**src/rtl/bnn_pkg.sv**
```systemverilog
// Shared types and constants for the binary-neuron parameter loader.
package bnn_pkg;

   localparam int BYTE_W = 8;

   typedef enum logic [1:0] {
      IDLE,
      LOAD,
      DONE
   } loader_state_e;

   function automatic int calc_chain_bits(input int neurons, input int inputs, input int bias_bits);
      return neurons * (inputs + bias_bits);
   endfunction

endpackage

```
**src/rtl/bnn_param_serializer.sv**
```systemverilog
// Byte-wide shift register feeding the neuron chain MSB-first, with the
// valid/ready acceptance logic and final-byte truncation.
module bnn_param_serializer
   import bnn_pkg::*;
(
   input  logic              clk,
   input  logic              rst_n,
   input  logic              enable,
   input  logic              take_more,
   input  logic              truncate,
   input  logic [BYTE_W-1:0] byte_in,
   input  logic              byte_valid,
   output logic              byte_ready,
   output logic              accept,
   output logic              shifting,
   output logic              ser_bit
);

   localparam int CNT_W = $clog2(BYTE_W + 1);

   logic [BYTE_W-1:0] sr;
   logic [CNT_W-1:0]  sr_cnt;

   // Ready at one bit left lets the next byte land without a setup gap.
   assign byte_ready = enable && take_more && (sr_cnt <= CNT_W'(1));
   assign accept     = byte_valid && byte_ready;
   assign shifting   = (sr_cnt != '0);
   assign ser_bit    = shifting && sr[BYTE_W-1];

   always_ff @(posedge clk) begin
      if (!rst_n || !enable) begin
         sr     <= '0;
         sr_cnt <= '0;
      end else if (accept) begin
         sr     <= byte_in;
         sr_cnt <= CNT_W'(BYTE_W);
      end else if (truncate) begin
         sr     <= '0;
         sr_cnt <= '0;
      end else if (shifting) begin
         sr     <= {sr[BYTE_W-2:0], 1'b0};
         sr_cnt <= sr_cnt - CNT_W'(1);
      end
   end

endmodule

```
**src/rtl/bnn_param_loader.sv**
```systemverilog
// Load sequencer for a daisy-chained neuron column: streams host bytes onto
// chain_setup/chain_param for exactly CHAIN_BITS cycles, then reports done.
module bnn_param_loader
   import bnn_pkg::*;
#(
   parameter int NEURONS   = 4,
   parameter int INPUTS    = 8,
   parameter int BIAS_BITS = 3
)(
   input  logic                                             clk,
   input  logic                                             rst_n,
   input  logic                                             start,
   input  logic [BYTE_W-1:0]                                byte_in,
   input  logic                                             byte_valid,
   output logic                                             byte_ready,
   output logic                                             chain_setup,
   output logic                                             chain_param,
   output logic                                             busy,
   output logic                                             done,
   output logic [$clog2(NEURONS*(INPUTS+BIAS_BITS)+1)-1:0] bits_loaded
);

   localparam int CHAIN_BITS = calc_chain_bits(NEURONS, INPUTS, BIAS_BITS);
   localparam int BL_W       = $clog2(CHAIN_BITS + 1);
   localparam int NUM_BYTES  = (CHAIN_BITS + BYTE_W - 1) / BYTE_W;
   localparam int BC_W       = $clog2(NUM_BYTES + 1);

   loader_state_e   state;
   logic [BC_W-1:0] bytes_taken;
   logic            accept;
   logic            shifting;
   logic            ser_bit;
   logic            last_bit;
   logic            take_more;

   assign take_more = (bytes_taken < BC_W'(NUM_BYTES));
   assign last_bit  = shifting && (bits_loaded == BL_W'(CHAIN_BITS - 1));

   bnn_param_serializer u_serializer (
      .clk        (clk),
      .rst_n      (rst_n),
      .enable     (busy),
      .take_more  (take_more),
      .truncate   (last_bit),
      .byte_in    (byte_in),
      .byte_valid (byte_valid),
      .byte_ready (byte_ready),
      .accept     (accept),
      .shifting   (shifting),
      .ser_bit    (ser_bit)
   );

   assign chain_setup = shifting;
   assign chain_param = ser_bit;

   // The neuron samples chain_param on the same edge that bits_loaded counts it.
   always_ff @(posedge clk) begin
      if (!rst_n) begin
         state       <= IDLE;
         busy        <= 1'b0;
         done        <= 1'b0;
         bits_loaded <= '0;
         bytes_taken <= '0;
      end else begin
         case (state)
            IDLE, DONE: begin
               if (start) begin
                  state       <= LOAD;
                  busy        <= 1'b1;
                  done        <= 1'b0;
                  bits_loaded <= '0;
                  bytes_taken <= '0;
               end
            end
            LOAD: begin
               if (accept) begin
                  bytes_taken <= bytes_taken + BC_W'(1);
               end
               if (shifting) begin
                  bits_loaded <= bits_loaded + BL_W'(1);
                  if (last_bit) begin
                     state <= DONE;
                     busy  <= 1'b0;
                     done  <= 1'b1;
                  end
               end
            end
            default: begin
               state <= IDLE;
               busy  <= 1'b0;
               done  <= 1'b0;
            end
         endcase
      end
   end

endmodule

```
**config.mk**
```make
export PLATFORM = sky130hd
export DESIGN_NAME = bnn_param_loader
export DESIGN_NICKNAME = d
export VERILOG_FILES = /design/src/rtl/bnn_pkg.sv /design/src/rtl/bnn_param_serializer.sv /design/src/rtl/bnn_param_loader.sv
export SDC_FILE = /design/constraint.sdc
export NUM_CORES = 1
export LEC_CHECK = 0
export CORE_UTILIZATION = 51
export DETAILED_ROUTE_END_ITERATION = 8
export PLACE_DENSITY_LB_ADDON = 0.1
export SETUP_SLACK_MARGIN = 0.4
export SLEW_MARGIN = 20
export SYNTH_ARGS = -nofsm -noshare
export SYNTH_HDL_FRONTEND = slang
export SYNTH_SLANG_ARGS = --single-unit
```
**constraint.sdc**
```tcl
create_clock -name clk -period 2 [get_ports clk]
set_input_delay 0.2 -clock clk [delete_from_list [all_inputs] [get_ports clk]]
set_output_delay 0.2 -clock clk [all_outputs]
set_load 0.02 [all_outputs]
```
# ---- Word-level counts from Yosys, hierarchy flattened
# Index checks and enable logic that the tools add are counted.
dict set report op_classes {
  reduce_logical 17
  muxes 24
  n_addsub 3
  eq_ne 7
  n_lt_le_gt_ge 2
}
# op n
set ops {}
lappend ops {{$mux W8} 3}
lappend ops {{$mux W4} 3}
lappend ops {{$mux W6} 2}
lappend ops {{$pmux W6 S2} 1}
lappend ops {{$reduce_and A3 Y1} 3}
lappend ops {{$ne A2 B2 Y1 const B} 4}
lappend ops {{$add A6 B1 Y6 const B} 1}
lappend ops {{$eq A6 B6 Y1 const B} 1}
lappend ops {{$mux W1} 6}
lappend ops {{$mux W2} 3}
lappend ops {{$mux W3} 2}
lappend ops {{$pmux W3 S2} 1}
lappend ops {{$logic_and A1 B1 Y1} 5}
lappend ops {{$le A4 B1 Y1 const B} 1}
lappend ops {{$pmux W1 S2} 2}
lappend ops {{$pmux W2 S2} 1}
lappend ops {{$reduce_bool A4 Y1} 1}
lappend ops {{$sub A4 B1 Y4 const B} 1}
lappend ops {{$add A3 B1 Y3 const B} 1}
lappend ops {{$lt A3 B3 Y1 const B} 1}
lappend ops {{$reduce_bool A3 Y1} 1}
lappend ops {{$reduce_or A3 Y1} 1}
lappend ops {{$eq A2 B1 Y1 const B} 1}
lappend ops {{$eq A2 B2 Y1 const B} 1}
lappend ops {{5 further kinds} 6}
dict set report totals {
  register_bits 25
  input_bits 12
  out_inout_bits 11
  elab_cells 61
}

# ---- Logic depth before layout (Yosys ltp)
# Gate-level depths: netlist of the first run.
dict set report logic_depth {
  word_depth 6
  depth_mapped 7
  mapped_depth_nobuf 7
}

# ---- By module
# A second synthesis of the first run with hierarchy kept.
dict set report unflattened {
  hier_cells 152
  area_unflattened_um2 1350.0
}
# module n_inst cells_each area_per_inst_um2 seq_area_each_um2
set modules_own_cells {}
lappend modules_own_cells {bnn_param_serializer 1 83 678.2 240.2}
lappend modules_own_cells {bnn_param_loader 1 69 671.9 240.2}

# ---- Worst setup path before layout of the first run
# No wires, ideal clock.
dict set report synth_path {
  path_kind {reg2reg}
  from {reg u_serializer.sr_cnt[0]}
  to {reg bits_loaded[5]}
  required_ps 1927
  stages_incl_launch_ff 8
  arrival_time_ps 1632
  n_path_buf 0
  setup_ps 73
  synth_period_minus_slack_ps 1706
  slack_ps 294
  cell_sequence {dfxtp_1 inv_1 ha_1 nor3b_4 inv_1 a21oi_2 or3_1 a21oi_1}
}
dict set report synth_between {
  elab_chain_len 3
}
# item line_no
set synth_rtl {}
lappend synth_rtl {{start, declared} bnn_param_serializer.sv:22} ;# logic [CNT_W-1:0] sr_cnt;
lappend synth_rtl {{start signal, assigned} bnn_param_serializer.sv:36} ;# sr_cnt <= CNT_W'(BYTE_W);
lappend synth_rtl {{start signal, assigned} bnn_param_serializer.sv:42} ;# sr_cnt <= sr_cnt - CNT_W'(1);
lappend synth_rtl {{$reduce_bool A4 Y1} bnn_param_serializer.sv:27} ;# assign shifting = (sr_cnt != '0);
lappend synth_rtl {{named net chain_setup} bnn_param_loader.sv:16} ;# output logic chain_setup,
lappend synth_rtl {{$ne A2 B2 Y1 (no source line)} --}
lappend synth_rtl {{$reduce_and A3 Y1 (no source line)} --}
lappend synth_rtl {{end signal, assigned} bnn_param_loader.sv:80} ;# bits_loaded <= bits_loaded + BL_W'(1);
lappend synth_rtl {{end, declared} bnn_param_loader.sv:20} ;# output logic [$clog2(NEURONS*(INPUTS+BIAS_BITS)+1)-1:0] bits_loaded
# The timed path passes the listed nets, and every way through them passes these cells.
# A chain may end at the register's enable or synchronous reset.

# ---- Final worst setup path of the first run
dict set report layout_path {
  from {reg u_serializer.sr_cnt[1]}
  to {out chain_param}
}
dict set report layout_between {
  elab_chain_len 2
}
# item line_no
set layout_rtl {}
lappend layout_rtl {{$reduce_bool A4 Y1} bnn_param_serializer.sv:27}
lappend layout_rtl {{$logic_and A1 B1 Y1} bnn_param_serializer.sv:28} ;# assign ser_bit = shifting && sr[BYTE_W-1];
lappend layout_rtl {{end, declared} bnn_param_loader.sv:17} ;# output logic chain_param,
# No other way between the ends.

==> flow_summary.yaml, run 1 <==
sta:
  layout_worst_path_cycle_share_pct: 81.7
  report.final.setup_viol: 0
  fin_setup_tns_ns: 0
  fmax_ghz: 0.612
  rsz0062_at_grt: "yes"
  timing.final.hold_violations: 0
  timing.final.max_slew_violations: 0
  finalClockSkew_ns: 0.00131
  fin_crit_ns: 1.63
  max-slew-margin-rel_pct: 70.1
  worstMarginPinSlew_ns: 0.447
  fin_ws_ns: 0.365
drt:
  ant_nets: 0
  drt_first_pass_iters: 4
  dr_total_vias: 1128
  route.detailed.drc: 0
  wl_per_cell_um: 15.3
  dr.first_iter.drc_count: 23
  detailed_route_wire_length_mm: 3.03
  avgViaCountPerCell: 5.70
worst_setup_path:
  critical-path-max-stage-delay_ns: 0.36
  cp_slowest_cell: "sky130_fd_sc_hd__dfxtp_2"
  critical_path.n_buffers_inverters: 3
  path_class: "reg -> out"
  timing.critical_path.required_ns: 1.80
  timing.critical_path.to_type: "primary output"
  timing.critical_path.arrival_ns: 1.43
  startpoint_type: "register"
  critical-path-top-delay-family: "flip-flops"
  critical_path.max_fanout: 3
  worstPathCellList: "inv_4, ha_4, nor3b_4, inv_2, and2_4, buf_6"
placement:
  portBuffers: 22
  dp_slack_ns: 0.183
  dpl.cell_count: 186
  gpl.final_weighted_congestion: 0.910
  detailedPlacementHpwl_mm: 1.99
pwr:
  cellLeakagePower_nw: 0.765
  peakVddDrop_v: 0.000465
  pwr_density_cell_nw_per_um2: 575
  post_layout_total_power_w: 0.000990
yosys:
  synthesis.area_um2: 1260
  synth_sequential_area_ratio_pct: 38.0
  synth.mux.area_fraction_pct: 6.43
  synth_area_in_xor_xnor_pct: 3.46
  synth_cell_types: 41
  synth-compound-area-share_pct: 14.9
  synth.yosys.warnings: 0
  synth_simple_gate_area_share_pct: 29.0
  flip_flop_and_latch_count_after_synthesis: 24
  synthAdderAreaFrac_pct: 3.96
  syn-instance-count: 135
  synth.net_count: 151
  synth_top_family_by_area: "simple AND/OR/NAND/NOR gates"
  postSynthAreaPerCell_um2: 9.37
outcome:
  outcome: "finished, final reports clean"
finish:
  finish.net_count: 188
  ff_latch_area_um2: 483
  synthToLayoutAreaGrowth_pct: 36.1
  most_common_cell_after_layout_fill_and_taps_aside: "sky130_fd_sc_hd__dfxtp_1"
  final_layout_size_suffix_gt1_share_pct: 25.9
  post_layout_nonfiller_instances: 198
  fill_cells: 173
  commonest_cells_after_routing_fill_and_taps_aside: "sky130_fd_sc_hd__dfxtp_1, sky130_fd_sc_hd__clkdlybuf4s50_1, sky130_fd_sc_hd__buf_4"
  insertedDiodeCount: 0
  multiInputGateArea_um2: 815
clock_tree:
  clkLatencyLatePin_ns: 0.31
  cts.path.max_buffers: 2
  clock_sinks: 24
  h_tree_level_count: 1
  cts_hold_repair.buffers: 0
  tritoncts: "yes"
  numCtsBuffers: 3
  path_clk_slew_ns: 0.12
  buffer_cell_driving_the_clock_tree_root: "sky130_fd_sc_hd__clkbuf_4"
grt:
  grt_usage_pct: 24.6
  first_global_vias: 1109
  maximum_number_of_pins_on_one_net_before_global_route_repair: 16
  global_route.overflow_total: 0
  antenna_found_initial: 0
  grt_pass1_wl_mm: 4.85
floorplan:
  die_width_um: 51.8
  num_rows: 17
  core_area_um2: 2280
  fp.dieArea_um2: 2680
  die_height_um: 51.8
  start_util_pct: 55.6
  io-pin-count: 23
worst_hold_path:
  hold_class: "in -> reg"
run:
  maxCapViolCount: 0
==> kinds of logic (layout without fill, tap and decap cells) <==
kind of cell	Yosys count	in the layout
adder cells (fa/ha/maj)	4	4
AO/OA/AOI/OAI	26	26
XOR/XNOR	5	5
AND/OR/NAND/NOR	58	58
multiplexers	8	8
buffers and inverters	10	45
flip-flops	24	24
==> what timing repair did <==
| item | in CTS | in global routing |
|---|---|---|
| gates resized for setup | 24 | 12 |
| setup endpoints to repair | 13 | 20 |
| setup buffers | 7 | 2 |
| pin swaps | 3 | 2 |
| gates cloned | 0 | 0 |
==> worst paths after layout <==
kind	endpoint	from	depth (start not counted)	slack (ns)
worst min register to register	u_serializer.sr[5]	u_serializer.sr[4]	1	0.48
worst min-delay path	u_serializer.sr[0]	byte_in[0]	3	0.45
worst max register to register	u_serializer.sr[4]	u_serializer.sr_cnt[1]	7	0.40
worst max-delay path	chain_param	u_serializer.sr_cnt[1]	6	0.37
==> cells in the mapped netlist <==
cell type / instances / area share [%]
sky130_fd_sc_hd__nor3b_4: 1 / 1.5
sky130_fd_sc_hd__a21oi_2: 1 / 0.69
sky130_fd_sc_hd__and3_2: 1 / 0.59
sky130_fd_sc_hd__and4bb_4: 1 / 1.3
sky130_fd_sc_hd__xor2_1: 2 / 1.4
sky130_fd_sc_hd__a21oi_1: 6 / 2.4
sky130_fd_sc_hd__and2_2: 1 / 0.59
sky130_fd_sc_hd__o2bb2ai_1: 7 / 4.8
sky130_fd_sc_hd__mux2i_1: 7 / 5.5
sky130_fd_sc_hd__nand4_1: 3 / 1.5
sky130_fd_sc_hd__clkbuf_1: 2 / 0.59
sky130_fd_sc_hd__buf_2: 1 / 0.40
sky130_fd_sc_hd__nand2_1: 7 / 2.1
sky130_fd_sc_hd__nor4b_2: 1 / 1.2
sky130_fd_sc_hd__o31ai_1: 1 / 0.59
sky130_fd_sc_hd__mux2_2: 1 / 0.89
sky130_fd_sc_hd__or3_1: 2 / 0.99
sky130_fd_sc_hd__xnor2_1: 3 / 2.1
sky130_fd_sc_hd__nor4b_4: 1 / 1.9
sky130_fd_sc_hd__nor2_2: 1 / 0.49
sky130_fd_sc_hd__and2_1: 10 / 4.9
sky130_fd_sc_hd__and3_1: 1 / 0.49
sky130_fd_sc_hd__dfxtp_1: 24 / 38
sky130_fd_sc_hd__a2bb2oi_2: 1 / 1.2
sky130_fd_sc_hd__and2b_1: 1 / 0.59
sky130_fd_sc_hd__nor4_1: 3 / 1.5
sky130_fd_sc_hd__a21boi_1: 1 / 0.59
sky130_fd_sc_hd__o21ai_0: 5 / 2.0
sky130_fd_sc_hd__a41o_2: 1 / 0.89
sky130_fd_sc_hd__o211ai_1: 2 / 1.2
sky130_fd_sc_hd__buf_6: 2 / 1.8
sky130_fd_sc_hd__inv_1: 5 / 1.5
sky130_fd_sc_hd__nand3_1: 4 / 1.6
sky130_fd_sc_hd__and4b_1: 1 / 0.79
sky130_fd_sc_hd__nor2b_1: 2 / 0.99
sky130_fd_sc_hd__nand3b_1: 1 / 0.59
sky130_fd_sc_hd__nor2_1: 12 / 3.6
sky130_fd_sc_hd__ha_1: 4 / 4.0
sky130_fd_sc_hd__nor3_1: 3 / 1.2
sky130_fd_sc_hd__a22oi_1: 1 / 0.59
sky130_fd_sc_hd__and4_1: 1 / 0.69
==> area by class of cell <==
type / count / share of cell area (%)
Tap cell: 28 / 2.03
Timing Repair Buffer: 37 / 20.1
Multi-Input combinational cell: 101 / 47.3
Sequential cell: 24 / 28.1
Clock buffer: 3 / 1.31
Inverter: 5 / 1.24
==> metrics by stage <==
step | hold slack, ns | util, % | area, um2
after floorplan | 0.336 | - | 1280
after global placement | 0.435 | 68.0 | 1550
after detailed placement | 0.448 | 68.0 | 1550
after CTS | 0.434 | 72.3 | 1650
after global routing | 0.462 | 75.6 | 1720
final | 0.449 | 75.6 | 1720
==> flip-flops by register name (all words and copies together), names as in the netlist <==
| name | flops |
|---|---|
| u_serializer.sr | 8 |
| bits_loaded | 6 |
| u_serializer.sr_cnt | 4 |
| bytes_taken | 3 |
| state | 2 |
| busy | 1 |
==> where the power goes <==
part	switching [W]	internal (W)	total, W
clock	0.000137	0.0000704	0.000208
sequential	0.0000198	0.000494	0.000514
combinational	0.000139	0.000130	0.000269
==> metal layers <==
layer / track usage (%) / wire length [um] / part of all wire (%)
met1: 28.9 / 1350 / 44
met2: 43.1 / 1570 / 52
met3: 3.22 / 57 / 1.9
met4: 13.1 / 63 / 2.1
met5: 0 / 0 / 0
==> tightest hold or removal path: stages <==
cell and delay, ns:
sky130_fd_sc_hd__clkdlybuf4s50_1 0.40, sky130_fd_sc_hd__nand2_1 0.06, sky130_fd_sc_hd__a21oi_1 0.06
No activity file was read; power rests on OpenSTA's default activity.
==> run 2, diff against run 1 <==
==> constraint.sdc (replaced) <==
create_clock -name clk -period 1.7 [get_ports clk]
set_input_delay 0.17 -clock clk [delete_from_list [all_inputs] [get_ports clk]]
set_output_delay 0.17 -clock clk [all_outputs]
set_load 0.02 [all_outputs]
==> flow_summary.yaml, run 2 (same netlist as run 1, synthesis figures left out) <==
outcome:
  outcome: "finished, final reports clean"
drt:
  dr_total_vias: 1191
  avgViaCountPerCell: 5.70
  ant_nets: 0
  dr.first_iter.drc_count: 31
  route.detailed.drc: 0
  drt_first_pass_iters: 4
  wl_per_cell_um: 15.9
  detailed_route_wire_length_mm: 3.33
worst_hold_path:
  hold_class: "in -> reg"
  hold_end: "u_serializer.sr[0]"
  hold_path_startpoint: "byte_in[0]"
  hold_path_stages: 3
finish:
  finish.net_count: 198
  top_register: "u_serializer.sr"
  synthToLayoutAreaGrowth_pct: 50.8
  final_layout_size_suffix_gt1_share_pct: 40.9
  insertedDiodeCount: 0
  number_of_flip_flops_under_the_largest_register_name: 8
  commonest_cells_after_routing_fill_and_taps_aside: "sky130_fd_sc_hd__dfxtp_1, sky130_fd_sc_hd__buf_4, sky130_fd_sc_hd__clkdlybuf4s50_1"
  top_regs: "u_serializer.sr (8), bits_loaded (6), u_serializer.sr_cnt (4)"
worst_setup_path:
  startpoint_type: "register"
  timing.rr.start: "u_serializer.sr_cnt[1]"
  critical-path-max-stage-delay_ns: 0.37
  path_common_cell: "sky130_fd_sc_hd__inv_2"
  timing.critical_path.required_ns: 1.53
  worst_reg2reg_path_depth: 7
  path_class: "reg -> out"
  timing.reg2reg.setup_slack_ns: 0.10
  worstPathCellList: "inv_2, ha_4, nor3b_4, inv_2, and2_4, buf_6"
  critical_path.max_fanout: 3
  timing.critical_path.to_type: "primary output"
  reg2reg_to: "u_serializer.sr[4]"
  timing.critical_path.arrival_ns: 1.45
  cp_slowest_cell: "sky130_fd_sc_hd__dfxtp_2"
sta:
  fin_setup_tns_ns: 0
  report.final.setup_viol: 0
  timing.final.max_slew_violations: 0
  fin_crit_ns: 1.62
  worstMarginPinSlew_ns: 0.535
  layout_worst_path_cycle_share_pct: 95.3
  finalClockSkew_ns: 0.00388
  rsz0062_at_grt: "yes"
  fmax_ghz: 0.618
  timing.final.hold_violations: 0
  max-slew-margin-rel_pct: 64.2
  hold_ws_ns: 0.392
  fin_ws_ns: 0.0806
floorplan:
  io-pin-count: 23
  die_height_um: 51.8
  core_area_um2: 2280
  fp.dieArea_um2: 2680
  num_rows: 17
  start_util_pct: 55.6
  die_width_um: 51.8
pwr:
  p_switching_w: 0.000408
  peakVddDrop_v: 0.000603
  switching_share_pct: 30.8
  pwr_density_cell_nw_per_um2: 695
  comb_pwr_share_pct: 31.1
  pwr-share-seq_pct: 45.4
  p_int_w: 0.000918
  clkPwrFrac_pct: 23.4
  cellLeakagePower_nw: 0.778
placement:
  portBuffers: 22
  gpl.final_weighted_congestion: 0.825
  detailedPlacementHpwl_mm: 2.15
  dp_slack_ns: 0.0315
grt:
  first_global_vias: 1141
  global_route.overflow_total: 0
  antenna_found_initial: 0
  grt_usage_pct: 25.5
  grt_pass1_wl_mm: 5.05
  maximum_number_of_pins_on_one_net_before_global_route_repair: 14
clock_tree:
  tritoncts: "yes"
  clock_sinks: 24
  path_clk_slew_ns: 0.14
  cts_hold_repair.buffers: 0
  h_tree_level_count: 1
  cts.path.max_buffers: 2
  clkLatencyLatePin_ns: 0.32
  numCtsBuffers: 3
  buffer_cell_driving_the_clock_tree_root: "sky130_fd_sc_hd__clkbuf_4"
run:
  maxCapViolCount: 0
==> run 2: layer usage <==
metal | vias to the layer above | part of all wire [%] | track usage [%]
li1 | 585 | - | -
met4 | 0 | 0.90 | 6.76
met1 | 575 | 44 | 32.0
met3 | 4 | 2.5 | 2.63
met5 | - | 0 | 0
met2 | 27 | 53 | 46.1
==> run 2: through the flow <==
step / std cells / util (%) / power (W) / area [um2]
3_3_place_gp: 194 / 73.3 / 0.000920 / 1670
4_1_cts: 206 / 80.0 / 0.00127 / 1820
6_report: 209 / 83.8 / 0.00133 / 1910
3_5_place_dp: 194 / 73.3 / 0.000928 / 1670
2_1_floorplan: 135 / - / 0.000807 / 1340
5_1_grt: 209 / 83.8 / 0.00138 / 1910
==> run 2: how the worst max path moves through the flow <==
stage,startpoint,endpoint,cells after the start
finish,u_serializer.sr_cnt[0],chain_param,6
floorplan,u_serializer.sr_cnt[1],u_serializer.sr_cnt[2],7
global placement,u_serializer.sr_cnt[1],byte_ready,5
detailed placement,u_serializer.sr_cnt[1],byte_ready,5
global route,u_serializer.sr_cnt[0],chain_param,6
CTS,u_serializer.sr_cnt[1],chain_param,6
==> run 2: cell type report <==
| class | instances | area, um2 |
|---|---|---|
| well taps | 28 | 35.0 |
| flip-flops and latches | 24 | 492 |
| repair buffers | 47 | 430 |
| clock buffers | 4 | 36.3 |
| fillers | 128 | 368 |
| multi-input cells | 101 | 896 |
| inverters | 5 | 18.8 |
==> run 2: repair_timing <==
action,4_1_cts,5_1_grt
pin swaps,9,9
resized for setup,39,20
setup endpoints to repair,34,32
cloned,0,0
buffers inserted,8,3
==> run 2: critical path, delay by kind of cell (launching register included) <==
family / cells / cell delay [ns]
adder cells (fa/ha/maj): 1 / 0.14
buffers and inverters: 3 / 0.26
flip-flops: 1 / 0.37
AND/OR/NAND/NOR: 2 / 0.36
==> run 2: power groups by stage <==
stage / Combinational [W] / Clock [W] / Sequential [W]
after floorplan: 0.000194 / 0 / 0.000613
after global placement: 0.000308 / 0 / 0.000611
after detailed placement: 0.000314 / 0 / 0.000614
after CTS: 0.000360 / 0.000307 / 0.000600
after global routing: 0.000443 / 0.000328 / 0.000605
final: 0.000413 / 0.000311 / 0.000602
==> run 3, diff against run 2 <==
--- a/config.mk
+++ b/config.mk
@@ -7,9 +7,11 @@
 export LEC_CHECK = 0
 export CORE_UTILIZATION = 51
 export DETAILED_ROUTE_END_ITERATION = 8
+export HOLD_SLACK_MARGIN = 0.1
 export PLACE_DENSITY_LB_ADDON = 0.1
 export SETUP_SLACK_MARGIN = 0.4
 export SLEW_MARGIN = 20
 export SYNTH_ARGS = -nofsm -noshare
 export SYNTH_HDL_FRONTEND = slang
 export SYNTH_SLANG_ARGS = --single-unit
+export TNS_END_PERCENT = 5
==> flow_summary.yaml, run 3 (same netlist as run 1, synthesis figures left out) <==
drt:
  wl_per_cell_um: 14.2
  route.detailed.drc: 0
  drt_first_pass_iters: 4
  dr.first_iter.drc_count: 13
  avgViaCountPerCell: 5.65
  detailed_route_wire_length_mm: 2.81
  ant_nets: 0
  dr_total_vias: 1118
sta:
  layout_worst_path_cycle_share_pct: 94.3
  fmax_ghz: 0.624
  worstMarginPinSlew_ns: 0.351
  finalClockSkew_ns: 0.00858
  fin_setup_tns_ns: 0
  rsz0062_at_grt: "yes"
  timing.final.max_slew_violations: 0
  timing.final.hold_violations: 0
  max-slew-margin-rel_pct: 76.4
  hold_ws_ns: 0.398
  report.final.setup_viol: 0
  fin_crit_ns: 1.60
clock_tree:
  h_tree_level_count: 1
  buffer_cell_driving_the_clock_tree_root: "sky130_fd_sc_hd__clkbuf_4"
  cts_hold_repair.buffers: 0
  clock_sinks: 24
  path_clk_slew_ns: 0.13
  cts.path.max_buffers: 2
  numCtsBuffers: 3
  clkLatencyLatePin_ns: 0.31
  tritoncts: "yes"
worst_setup_path:
  startpoint_type: "register"
  worstPathCellList: "inv_2, ha_2, a2bb2oi_2, and3_2, buf_6"
  cp_slowest_cell: "sky130_fd_sc_hd__dfxtp_2"
  timing.critical_path.arrival_ns: 1.43
  timing.critical_path.required_ns: 1.53
  worst_reg2reg_path_depth: 7
  critical-path-max-stage-delay_ns: 0.35
  crit_start: "u_serializer.sr_cnt[1]"
  path_class: "reg -> out"
  critical_path.max_fanout: 4
  timing.rr.start: "u_serializer.sr_cnt[0]"
  critical-path-top-delay-family: "flip-flops"
  timing.reg2reg.setup_slack_ns: 0.11
  worstSetupPathDepth: 5
  timing.critical_path.to_type: "primary output"
  cp-endpoint: "byte_ready"
  reg2reg_to: "bits_loaded[4]"
  critical_path.n_buffers_inverters: 2
placement:
  gpl.final_weighted_congestion: 0.894
  dpl.cell_count: 192
  portBuffers: 22
  detailedPlacementHpwl_mm: 2.02
finish:
  synthToLayoutAreaGrowth_pct: 32.6
  commonest_cells_after_routing_fill_and_taps_aside: "sky130_fd_sc_hd__dfxtp_1, sky130_fd_sc_hd__clkdlybuf4s50_1, sky130_fd_sc_hd__buf_4"
  insertedDiodeCount: 0
  top_regs: "u_serializer.sr (8), bits_loaded (6), u_serializer.sr_cnt (4)"
  postLayoutCoreUtil_pct: 73.7
  post_layout_nonfiller_instances: 198
  most_common_cell_after_layout_fill_and_taps_aside: "sky130_fd_sc_hd__dfxtp_1"
  number_of_flip_flops_under_the_largest_register_name: 8
  finish.net_count: 188
  final_layout_size_suffix_gt1_share_pct: 25.3
  top_register: "u_serializer.sr"
floorplan:
  core_area_um2: 2280
  start_util_pct: 55.6
  die_width_um: 51.8
  num_rows: 17
  fp.dieArea_um2: 2680
  die_height_um: 51.8
  io-pin-count: 23
grt:
  maximum_number_of_pins_on_one_net_before_global_route_repair: 16
  first_global_vias: 1074
  grt_usage_pct: 23.8
  routing_usage_on_met3_pct: 2.63
  grt_util_met1_pct: 28.4
  top_usage_layer: "met2"
  antenna_found_initial: 0
  grt_pass1_wl_mm: 4.73
  global_route.overflow_total: 0
  use_met2_pct: 42.4
outcome:
  outcome: "finished, final reports clean"
pwr:
  pwr-share-seq_pct: 52.0
  comb_pwr_share_pct: 26.6
  switching_share_pct: 29.5
  post_layout_total_power_w: 0.00116
  p_int_w: 0.000817
  cellLeakagePower_nw: 0.668
  p_switching_w: 0.000342
  pwr_density_cell_nw_per_um2: 691
  peakVddDrop_v: 0.000509
  clkPwrFrac_pct: 21.3
worst_hold_path:
  hold_class: "in -> reg"
run:
  maxCapViolCount: 0
-- run 3: cell count changes in the layout (fill, tap and decap cells not counted), sizes merged --
| cell | delta |
|---|---|
| clkdlybuf4s15 | -2 |
| clkbuf | -2 |
| buf | -11 |
| dlygate4sd2 | -4 |
| clkdlybuf4s50 | +8 |
-- run 3: per-stage QoR --
| stage | worst slack [ns] | instance area, um2 |
|---|---|---|
| 2_1_floorplan | 0.0940 | 1280 |
| 3_3_place_gp | 0.0198 | 1590 |
| 3_5_place_dp | -0.00149 | 1590 |
| 4_1_cts | 0.0907 | 1650 |
| 5_1_grt | -0.0000298 | 1680 |
| 6_report | 0.0971 | 1680 |
-- run 3: routing by layer --
metal | up-vias | share of wire, %
li1 | 560 | -
met1 | 534 | 44
met2 | 20 | 52
met3 | 4 | 2.5
met4 | 0 | 1.5
met5 | - | 0
-- run 3: worst min-delay path by stage --
stage / startpoint / to / slack, ns / depth (start not counted)
3_3_place_gp: u_serializer.sr[6] / u_serializer.sr[7] / 0.43 / 1
3_5_place_dp: u_serializer.sr[1] / u_serializer.sr[2] / 0.45 / 1
5_1_grt: byte_in[0] / u_serializer.sr[0] / 0.41 / 3
4_1_cts: byte_in[0] / u_serializer.sr[0] / 0.40 / 3
2_1_floorplan: byte_in[0] / u_serializer.sr[0] / 0.31 / 2
6_report: byte_in[0] / u_serializer.sr[0] / 0.40 / 3
-- run 3: timing repair --
item,CTS,global route
pin swaps,3,1
gates resized for setup,19,5
buffers inserted,2,1
setup endpoints to repair,33,35
-- run 3: final cells by class --
class / instances / area [um2]
Fill cell: 176 / 598
Tap cell: 28 / 35.0
Clock buffer: 3 / 22.5
Sequential cell: 24 / 485
Inverter: 5 / 21.3
Timing Repair Buffer: 37 / 340
Multi-Input combinational cell: 101 / 773
-- run 3: worst register-to-register path, stage by stage (launching register included) --
cell and delay [ns]:
sky130_fd_sc_hd__dfxtp_4 0.40, sky130_fd_sc_hd__inv_4 0.04, sky130_fd_sc_hd__ha_4 0.15, sky130_fd_sc_hd__buf_4 0.14
sky130_fd_sc_hd__and4bb_4 0.22, sky130_fd_sc_hd__nor4_2 0.33, sky130_fd_sc_hd__xnor2_1 0.15, sky130_fd_sc_hd__nor2_1 0.05
-- run 3: power groups by stage --
stage | logic [W] | registers (W) | clock network (W)
global route | 0.000337 | 0.000606 | 0.000274
finish | 0.000309 | 0.000603 | 0.000247
detailed placement | 0.000290 | 0.000616 | 0
floorplan | 0.000180 | 0.000615 | 0
global placement | 0.000286 | 0.000615 | 0
CTS | 0.000301 | 0.000603 | 0.000253
